==> config.mk <==
export PLATFORM = sky130hd
export DESIGN_NAME = vga_timing_gen
export DESIGN_NICKNAME = d
export VERILOG_FILES = /design/src/rtl/vga_pkg.sv /design/src/rtl/vga_axis_counter.sv /design/src/rtl/vga_timing_gen.sv
export SDC_FILE = /design/constraint.sdc
export NUM_CORES = 1
export LEC_CHECK = 0
export CORE_MARGIN = 2
export CORE_UTILIZATION = 45
export DETAILED_ROUTE_END_ITERATION = 8
export PLACE_DENSITY_LB_ADDON = 0.1
export SLEW_MARGIN = 20
export SYNTH_ARGS = -nofsm -noshare
export SYNTH_HDL_FRONTEND = slang
export SYNTH_HIERARCHICAL = 1
export SYNTH_SLANG_ARGS = --single-unit
==> constraint.sdc <==
create_clock -name clk -period 3.89 [get_ports clk]
set_clock_uncertainty 0.05 [all_clocks]
set_input_delay 0.778 -clock clk [delete_from_list [all_inputs] [get_ports clk]]
set_output_delay 0.778 -clock clk [all_outputs]
set_load 0.005 [all_outputs]
==> src/rtl/vga_pkg.sv <==
`default_nettype none
// ============================================================================
// Module      : vga_pkg
// Description : Default 640x480@60 raster timing and the colour-bar lookup
//               shared by the VGA timing generator and its axis counters.
// Revision    : 1.0 - initial parametrised release
// ============================================================================
package vga_pkg;

    // 640x480@60 with a 25 MHz pixel clock
    localparam int c_h_active = 640;
    localparam int c_h_fp     = 16;
    localparam int c_h_sync   = 96;
    localparam int c_h_bp     = 48;
    localparam int c_v_active = 480;
    localparam int c_v_fp     = 10;
    localparam int c_v_sync   = 2;
    localparam int c_v_bp     = 33;
    localparam int c_cw       = 10;

    // Bar colours, {R,G,B} with 4-bit channels at full scale
    localparam logic [11:0] c_bar_white   = 12'hFFF;
    localparam logic [11:0] c_bar_yellow  = 12'hFF0;
    localparam logic [11:0] c_bar_cyan    = 12'h0FF;
    localparam logic [11:0] c_bar_green   = 12'h0F0;
    localparam logic [11:0] c_bar_magenta = 12'hF0F;
    localparam logic [11:0] c_bar_red     = 12'hF00;
    localparam logic [11:0] c_bar_blue    = 12'h00F;
    localparam logic [11:0] c_bar_black   = 12'h000;

    // Bars are 128 px wide (column bits [9:7]); a 640-wide line shows bars 0..4.
    function automatic logic [11:0] bar_colour(input int x);
        logic [2:0] idx;
        idx = 3'((x >> 7) & 7);
        case (idx)
            3'd0:    return c_bar_white;
            3'd1:    return c_bar_yellow;
            3'd2:    return c_bar_cyan;
            3'd3:    return c_bar_green;
            3'd4:    return c_bar_magenta;
            3'd5:    return c_bar_red;
            3'd6:    return c_bar_blue;
            default: return c_bar_black;
        endcase
    endfunction

endpackage
`default_nettype wire

==> src/rtl/vga_axis_counter.sv <==
`default_nettype none
// ============================================================================
// Module      : vga_axis_counter
// Description : One raster axis (horizontal or vertical). Counts 0..MAX on
//               each enable, reports the wrap, the post-strobe count and its
//               active flag, and the sync pin level for the current count.
// Ports       : clk, rst (async, active-high), i_en (advance strobe),
//               o_next (count after this strobe), o_next_active,
//               o_wrap (strobe at MAX), o_sync_lvl (HS/VS level)
// Revision    : 1.0 - initial release
// ============================================================================
module vga_axis_counter #(
    parameter int CW         = 10,
    parameter int MAX        = 799,
    parameter int SYNC_START = 656,
    parameter int SYNC_LEN   = 96,
    parameter int ACTIVE     = 640,
    parameter bit POL        = 1'b0
) (
    input  logic          clk,
    input  logic          rst,
    input  logic          i_en,
    output logic [CW-1:0] o_next,
    output logic          o_next_active,
    output logic          o_wrap,
    output logic          o_sync_lvl
);

    logic [CW-1:0] r_count;
    logic          w_at_max;
    logic [CW-1:0] w_inc;
    logic          w_in_sync;

    assign w_at_max = (r_count == CW'(MAX));
    assign w_inc    = w_at_max ? '0 : r_count + 1'b1;

    always_ff @(posedge clk or posedge rst) begin
        if (rst) begin
            r_count <= '0;
        end else if (i_en) begin
            r_count <= w_inc;
        end
    end

    // Stage-0 outputs are registered from these, so they describe the count
    // that becomes current at this strobe rather than the one being left.
    assign o_next        = i_en ? w_inc : r_count;
    assign o_next_active = (o_next < CW'(ACTIVE));
    assign o_wrap        = i_en & w_at_max;

    assign w_in_sync  = (r_count >= CW'(SYNC_START)) &&
                        (r_count <  CW'(SYNC_START + SYNC_LEN));
    assign o_sync_lvl = w_in_sync ? POL : !POL;

endmodule
`default_nettype wire

==> src/rtl/vga_timing_gen.sv <==
`default_nettype none
// ============================================================================
// Module      : vga_timing_gen
// Description : Parametrised VGA raster timing generator. A clock divider
//               makes the pixel strobe, two axis counters walk the raster,
//               stage 0 requests pixel (x,y,de_req) from the source, stage 1
//               returns blanked RGB aligned with HS/VS one clk later.
// Ports       : clk, rst (async, active-high), pattern_sel (colour bars),
//               rgb_in {R,G,B} for the requested pixel; x, y, de_req,
//               pix_en, line_start, frame_start (stage 0); HS, VS, R, G, B
//               (stage 1)
// Revision    : 1.0 - successor to the fixed 640x480 sync block
// ============================================================================
module vga_timing_gen
    import vga_pkg::*;
#(
    parameter int CLK_DIV  = 4,
    parameter int H_ACTIVE = c_h_active,
    parameter int H_FP     = c_h_fp,
    parameter int H_SYNC   = c_h_sync,
    parameter int H_BP     = c_h_bp,
    parameter int V_ACTIVE = c_v_active,
    parameter int V_FP     = c_v_fp,
    parameter int V_SYNC   = c_v_sync,
    parameter int V_BP     = c_v_bp,
    parameter bit HS_POL   = 1'b0,
    parameter bit VS_POL   = 1'b0,
    parameter int CW       = c_cw
) (
    input  logic          clk,
    input  logic          rst,
    input  logic          pattern_sel,
    input  logic [11:0]   rgb_in,
    output logic [CW-1:0] x,
    output logic [CW-1:0] y,
    output logic          de_req,
    output logic          pix_en,
    output logic          line_start,
    output logic          frame_start,
    output logic          HS,
    output logic          VS,
    output logic [3:0]    R,
    output logic [3:0]    G,
    output logic [3:0]    B
);

    localparam int c_h_total = H_ACTIVE + H_FP + H_SYNC + H_BP;
    localparam int c_v_total = V_ACTIVE + V_FP + V_SYNC + V_BP;
    localparam int c_dw      = (CLK_DIV > 1) ? $clog2(CLK_DIV) : 1;
    localparam logic [c_dw-1:0] c_div_last = c_dw'(CLK_DIV - 1);

    generate
        if (CLK_DIV < 1 || H_ACTIVE < 1 || V_ACTIVE < 1 ||
            c_h_total >= 2**CW || c_v_total >= 2**CW) begin : g_param_check
            $error("vga_timing_gen: illegal timing parameter set");
        end
    endgenerate

    // ------------------------------------------------------------------
    // Pixel strobe
    // ------------------------------------------------------------------
    logic [c_dw-1:0] r_div;
    logic            w_div_last;

    assign w_div_last = (r_div == c_div_last);

    always_ff @(posedge clk or posedge rst) begin
        if (rst) begin
            r_div <= '0;
        end else if (w_div_last) begin
            r_div <= '0;
        end else begin
            r_div <= r_div + 1'b1;
        end
    end

    // Gated by rst so that with CLK_DIV=1 the strobe is still low in reset.
    assign pix_en = w_div_last & ~rst;

    // ------------------------------------------------------------------
    // Axis counters; the vertical axis steps on the horizontal wrap
    // ------------------------------------------------------------------
    logic [CW-1:0] w_h_next;
    logic [CW-1:0] w_v_next;
    logic          w_h_next_active;
    logic          w_v_next_active;
    logic          w_h_wrap;
    logic          w_v_wrap;
    logic          w_h_sync_lvl;
    logic          w_v_sync_lvl;

    vga_axis_counter #(
        .CW        (CW),
        .MAX       (c_h_total - 1),
        .SYNC_START(H_ACTIVE + H_FP),
        .SYNC_LEN  (H_SYNC),
        .ACTIVE    (H_ACTIVE),
        .POL       (HS_POL)
    ) u_h_axis (
        .clk          (clk),
        .rst          (rst),
        .i_en         (pix_en),
        .o_next       (w_h_next),
        .o_next_active(w_h_next_active),
        .o_wrap       (w_h_wrap),
        .o_sync_lvl   (w_h_sync_lvl)
    );

    vga_axis_counter #(
        .CW        (CW),
        .MAX       (c_v_total - 1),
        .SYNC_START(V_ACTIVE + V_FP),
        .SYNC_LEN  (V_SYNC),
        .ACTIVE    (V_ACTIVE),
        .POL       (VS_POL)
    ) u_v_axis (
        .clk          (clk),
        .rst          (rst),
        .i_en         (w_h_wrap),
        .o_next       (w_v_next),
        .o_next_active(w_v_next_active),
        .o_wrap       (w_v_wrap),
        .o_sync_lvl   (w_v_sync_lvl)
    );

    // ------------------------------------------------------------------
    // Stage 0: pixel request, held for the whole pixel period
    // ------------------------------------------------------------------
    logic          r_de;
    logic [CW-1:0] r_x;
    logic [CW-1:0] r_y;
    logic          r_line_start;
    logic          r_frame_start;
    logic          w_de_next;

    assign w_de_next = w_h_next_active & w_v_next_active;

    always_ff @(posedge clk or posedge rst) begin
        if (rst) begin
            r_de          <= 1'b0;
            r_x           <= '0;
            r_y           <= '0;
            r_line_start  <= 1'b0;
            r_frame_start <= 1'b0;
        end else begin
            // Wrap pulses only exist in a pix_en clock, so these are one clk wide.
            r_line_start  <= w_h_wrap;
            r_frame_start <= w_v_wrap;
            if (pix_en) begin
                r_de <= w_de_next;
                r_x  <= w_de_next ? w_h_next : '0;
                r_y  <= w_de_next ? w_v_next : '0;
            end
        end
    end

    assign de_req      = r_de;
    assign x           = r_x;
    assign y           = r_y;
    assign line_start  = r_line_start;
    assign frame_start = r_frame_start;

    // ------------------------------------------------------------------
    // Stage 1: pins, updated every clk so pattern_sel/rgb_in are honoured
    // per sample while sync only depends on the counters
    // ------------------------------------------------------------------
    logic        r_hs;
    logic        r_vs;
    logic [11:0] r_rgb;
    logic [11:0] w_src;

    assign w_src = pattern_sel ? bar_colour(int'(r_x)) : rgb_in;

    always_ff @(posedge clk or posedge rst) begin
        if (rst) begin
            r_hs  <= !HS_POL;
            r_vs  <= !VS_POL;
            r_rgb <= '0;
        end else begin
            r_hs  <= w_h_sync_lvl;
            r_vs  <= w_v_sync_lvl;
            r_rgb <= r_de ? w_src : 12'h000;
        end
    end

    assign HS = r_hs;
    assign VS = r_vs;
    assign R  = r_rgb[11:8];
    assign G  = r_rgb[7:4];
    assign B  = r_rgb[3:0];

endmodule
`default_nettype wire

Yosys cells after proc, flatten, opt, wreduce, memory -nomap -nowiden --
Index checks and enable logic that the tools add are counted.
Storage, ports and cells: input bits 15, output and inout port bits 38, register bits 59
Operators by class: eq/ne operators 9, $add $sub $neg 3, mux-type cells 12, reduce and logical (&&, ||, !) cells 3, order comparisons 6, bitwise logic cells 5
Operators with widths (number):
- case mux 12 bit (7 select lines) | 1
- two-way mux 10 bit | 6
- two-way mux 12 bit | 2
- adder 10 x 1 -> 10 bit, second input constant | 2
- equality test 10 bit, second input constant | 2
- less-than comparator 10 bit, second input constant | 2
- less-than comparator 10 x 9 -> 1 bit, second input constant | 2
- >= comparator 10 bit, second input constant | 1
- >= comparator 10 x 9 -> 1 bit, second input constant | 1
- equality test 3 bit, second input constant | 3
- equality test 3 x 2 -> 1 bit, second input constant | 2
- bitwise AND 1 bit | 4
- equality test 3 x 1 -> 1 bit, second input constant | 1
- zero test 3 bit | 1
- adder 2 x 1 -> 2 bit, second input constant | 1
- equality test 2 bit, second input constant | 1
- logical AND 1 bit | 2
- two-way mux 1 bit | 2
- two-way mux 2 bit | 1
- inverter 1 bit | 1

Longest topological paths before layout --
word-level depth 7, depth in mapped cells 14, mapped depth without buffers 11

Modules after synthesis --
Netlist, hierarchy kept.
Modules (own cells, without submodules):
- vga_timing_gen | area an instance 1427.6 sq um, times used 1, seq. area each 978.4 sq um, cells an instance 99
- vga_axis_counter at u_h_axis | area an instance 603.1 sq um, times used 1, seq. area each 250.2 sq um, cells an instance 60
- vga_axis_counter at u_v_axis | area an instance 583.1 sq um, times used 1, seq. area each 250.2 sq um, cells an instance 59

Worst setup path before layout --
No wires, ideal clock.
path kind input port to flip-flop, from in rst, to reg r_y[1] (netlist: y[1]), slack 481 ps, data arrival time 3238 ps, cell stages on the path 13, path through nand2b_1 > buf_2 > inv_1 > nand2_2 > nor4_4 > buf_2 > nand4_1 > nor2_1 > xor2_1 > a32oi_1 > and4b_2 > buf_6 > a22o_1
Between the ends: word-level cells in the longest chain between the ends 7, elaborated cells between the ends (all ways) 9, those cells by class 2 x order compare; 3 x mux; 4 x bitwise
Ends and longest elaborated chain:
- start: declaration | line vga_timing_gen.sv:31 | input logic rst,
- inverter 1 bit | line vga_timing_gen.sv:78 | assign pix_en = w_div_last & ~rst;
- bitwise AND 1 bit | line vga_timing_gen.sv:78
- via pix_en | line vga_timing_gen.sv:37 | output logic pix_en,
- bitwise AND 1 bit | line vga_axis_counter.sv:49 | assign o_wrap = i_en & w_at_max;
- via w_h_wrap | line vga_timing_gen.sv:87 | logic w_h_wrap;
- two-way mux 10 bit | line vga_axis_counter.sv:47 | assign o_next = i_en ? w_inc : r_count;
- via w_v_next[6] | line vga_timing_gen.sv:84 | logic [CW-1:0] w_v_next;
- less-than comparator 10 x 9 -> 1 bit | line vga_axis_counter.sv:48 | assign o_next_active = (o_next < CW'(ACTIVE));
- via w_v_next_active | line vga_timing_gen.sv:86 | logic w_v_next_active;
- bitwise AND 1 bit | line vga_timing_gen.sv:136 | assign w_de_next = w_h_next_active & w_v_next_active;
- two-way mux 10 bit | line vga_timing_gen.sv:152 | r_y <= w_de_next ? w_v_next : '0;
- end signal: assignment | line vga_timing_gen.sv:152
- end: declaration | line vga_timing_gen.sv:131 | logic [CW-1:0] r_y;
The timed path passes the listed nets, and every way through them passes these cells. A chain may end at the register's enable or synchronous reset.

Worst setup path after layout --
from in rst, to reg r_x[8] (netlist: x[8])
Between the ends: word-level cells in the longest chain between the ends 7, elaborated cells between the ends (all ways) 9, those cells by class 2 x order compare; 3 x mux; 4 x bitwise
Ends and longest elaborated chain:
- inverter 1 bit | line vga_timing_gen.sv:78
- bitwise AND 1 bit | line vga_timing_gen.sv:78
- bitwise AND 1 bit | line vga_axis_counter.sv:49
- via w_h_wrap | line vga_timing_gen.sv:87
- two-way mux 10 bit | line vga_axis_counter.sv:47
- via w_v_next[6] | line vga_timing_gen.sv:84
- less-than comparator 10 x 9 -> 1 bit | line vga_axis_counter.sv:48
- via w_v_next_active | line vga_timing_gen.sv:86
- bitwise AND 1 bit | line vga_timing_gen.sv:136
- two-way mux 10 bit | line vga_timing_gen.sv:151 | r_x <= w_de_next ? w_h_next : '0;
- end signal: assignment | line vga_timing_gen.sv:151
- end: declaration | line vga_timing_gen.sv:130 | logic [CW-1:0] r_x;
The timed path passes the listed nets, and every way through them passes these cells.

==> impl_metrics.tcl <==
set metrics [dict create \
    status "completed" \
    slowest_delay_ns 0.46 \
    io_buffer_count 52 \
    synth_seq_cells 59 \
    hpwl_um 3560 \
    rr_worst_depth 11 \
    drt_first_pass_iters 4 \
    cts_sinks 59 \
    min_from "r_div[0]" \
    total_power_mw 1.35 \
    finalNetCount 300 \
    ios 53 \
    cts-hold-fix-buffers 0 \
    fin_tns_setup_ns 0 \
    area_delta_synth_final_pct 29.7 \
    clk_latency_ns 0.33 \
    yosysTopAreaCell "dfrtp_1" \
    hold_viol_final 0 \
    post_drt_via_cell_ratio 5.03 \
    drc 0 \
    grt_pass1_vias 1878 \
    final_max_slew_viol_count 0 \
    p_leak_nw 1.53 \
    drv_cap 0 \
    cts_resized 0 \
    synthArstFlopShare_pct 100 \
    drt.antenna.violating_nets 0 \
    synthCells 218 \
    crit_slowest_cell "clkdlybuf4s50_1" \
    grt_max_degree 23 \
    cts_root_buf "clkbuf_8" \
    drt_iter0_drc 94 \
    r2r_setup_slack_ns 1.18 \
    worst_pin_slew_ns 0.834 \
    cp-start-kind "input port" \
    die_h_um 80.2 \
    netlist_area_um2 2610 \
    critPathKind "input port to flip-flop" \
    cts_buffer_depth 2 \
    synth_top_area_share_pct 54.6 \
    die-width_um 80.2 \
    r2r-end "x[8]" \
    worst_ep_arrival_time_ns 3.35 \
    setup-violations-final 0 \
    antenna_found_initial 0 \
    synth_xor_area_share_pct 4.02 \
    slew_headroom_pct 44.3 \
    synthTopCellsByArea "dfrtp_1 55%, a22o_1 6.4%, nand2b_1 4.1%" \
    power_density_nw_per_um2 398 \
    top_layer_used "met4" \
    gp_congestion 0.809 \
    cts_tree "yes" \
    min_path_cells 1 \
    diodes 0 \
    timing.rr.start "r_div[0]" \
    crit_required_ns 4.06 \
    synth_nets 239 \
    muxShareOfSynthArea_pct 1.20 \
    routed-wl-met3_um 219 \
    cp.buffers_inverters 2 \
    fin_crit_sh_pct 81.7 \
    wl_met1_um 2520 \
    synth_top_family_by_area "simple AND/OR/NAND/NOR gates" \
    rsz0062_at_grt "false" \
    wirelength_um 5060 \
    wl_per_cell_um 14.2 \
    fmax_ghz 0.314 \
    cts_made_buffers 9 \
    postSynthAreaPerCell_um2 12.0 \
    whs_ns 0.382 \
    path_delay_family "simple AND/OR/NAND/NOR gates" \
    grtUsageTotal_pct 18.6 \
    synth_most_common_cell "dfrtp_1" \
    yosys.area_share.simple_pct 17.6 \
    critPathMaxFanout 21 \
    fin_util_pct 60.8 \
    core_um2 5570 \
    synth-warning-count 6 \
    route.met2.wl_um 2210 \
    ys_seq_area_share_pct 56.6 \
    gr-total-overflow 0 \
    worstHoldPathType "flip-flop to flip-flop" \
    hold_end "r_div[0]" \
    synth.distinct_cells 50 \
    initial_utilization_pct 46.9 \
    synthTopCellsByCount "57 x dfrtp_1, 19 x a22o_1, 17 x nand2b_1" \
    dominantRegCellSynth "dfrtp_1" \
    synth_edf_count 0 \
    drive_gt1_share_pct 12.7 \
    cp-end-kind "flip-flop" \
    grt_first_pass_wirelength_um 8960 \
    num_vias 1790 \
    synth_fa_ha_area_share_pct 2.87 \
    synth_compound_gate_area_share_pct 14.1 \
    period_needed_ns 3.18 \
    postCtsSetupBuffers 0 \
    clk_pin_slew_worst_paths_ns 0.06 \
    fp-row-count 27 \
    dieArea_um2 6430 \
    vdd_drop_max_uv 347 \
    htree_levels 3 \
    path_cells "clkdlybuf4s50_1 > nand2b_1 > inv_1 > nand2_2 > nor4_4 > nand4_1 > nor2_1 > xor2_1 > a32oi_1 > and4b_2 > a22o_2" \
]
[state kept, by name, summed over array words and instances (netlist names), 2 cells and up]
register	cells
r_div	2
y	10
r_rgb	12
x	10
u_h_axis/r_count	10
u_v_axis/r_count	10
[power breakdown]
group / total (mW) / internal, mW / switching (mW) / leakage (nW)
Clock: 0.483 / 0.264 / 0.219 / 0.0905
Sequential: 0.699 / 0.662 / 0.0371 / 0.747
Combinational: 0.166 / 0.100 / 0.0658 / 0.697
[cells in the final DEF, fill, tap and decap left out, drive strengths merged, types with 7 or more instances in the layout]
cell and n:
inv 13, nand2 13, nor2 11, clkdlybuf4s50 52, clkbuf 14, xor2 7
nand2b 17, dfrtp 57, a21boi 12, a22o 20
[metal layers]
layer | global-route usage, % | up-vias
met2 | 26.9 | 44
met1 | 25.8 | 844
met4 | 9.49 | 0
li1 | - | 892
met5 | 0 | -
met3 | 4.72 | 10
[worst max path at each step]
stage | end | depth (start not counted) | from
4_1_cts | x[8] | 11 | rst
6_report | x[8] | 11 | rst
5_1_grt | x[0] | 11 | rst
2_1_floorplan | y[1] | 13 | rst
3_3_place_gp | x[8] | 11 | rst
3_5_place_dp | x[8] | 11 | rst
[layout make-up]
type	count	area, µm²
Clock inverter	2	10.0
Tap cell	72	90.1
Timing Repair Buffer	57	558
Clock buffer	14	163
Multi-Input combinational cell	139	1040
Fill cell	491	2180
Inverter	13	48.8
Sequential cell	59	1480
[cells by family after synthesis]
logic type / after synthesis
AO/OA/AOI/OAI: 48
XOR/XNOR: 12
adder cells (fa/ha/maj): 6
buffers and inverters: 20
flip-flops: 59
multiplexers: 3
AND/OR/NAND/NOR: 70
[through the flow]
stage,cell area (µm²),cells,setup WS [ns]
after detailed placement,3220,340,0.369
final,3390,356,0.710
after global routing,3390,356,0.450
after CTS,3390,356,0.724
after floorplan,2610,218,0.481
after global placement,3220,340,0.402
(Power assumes the default switching activity.)
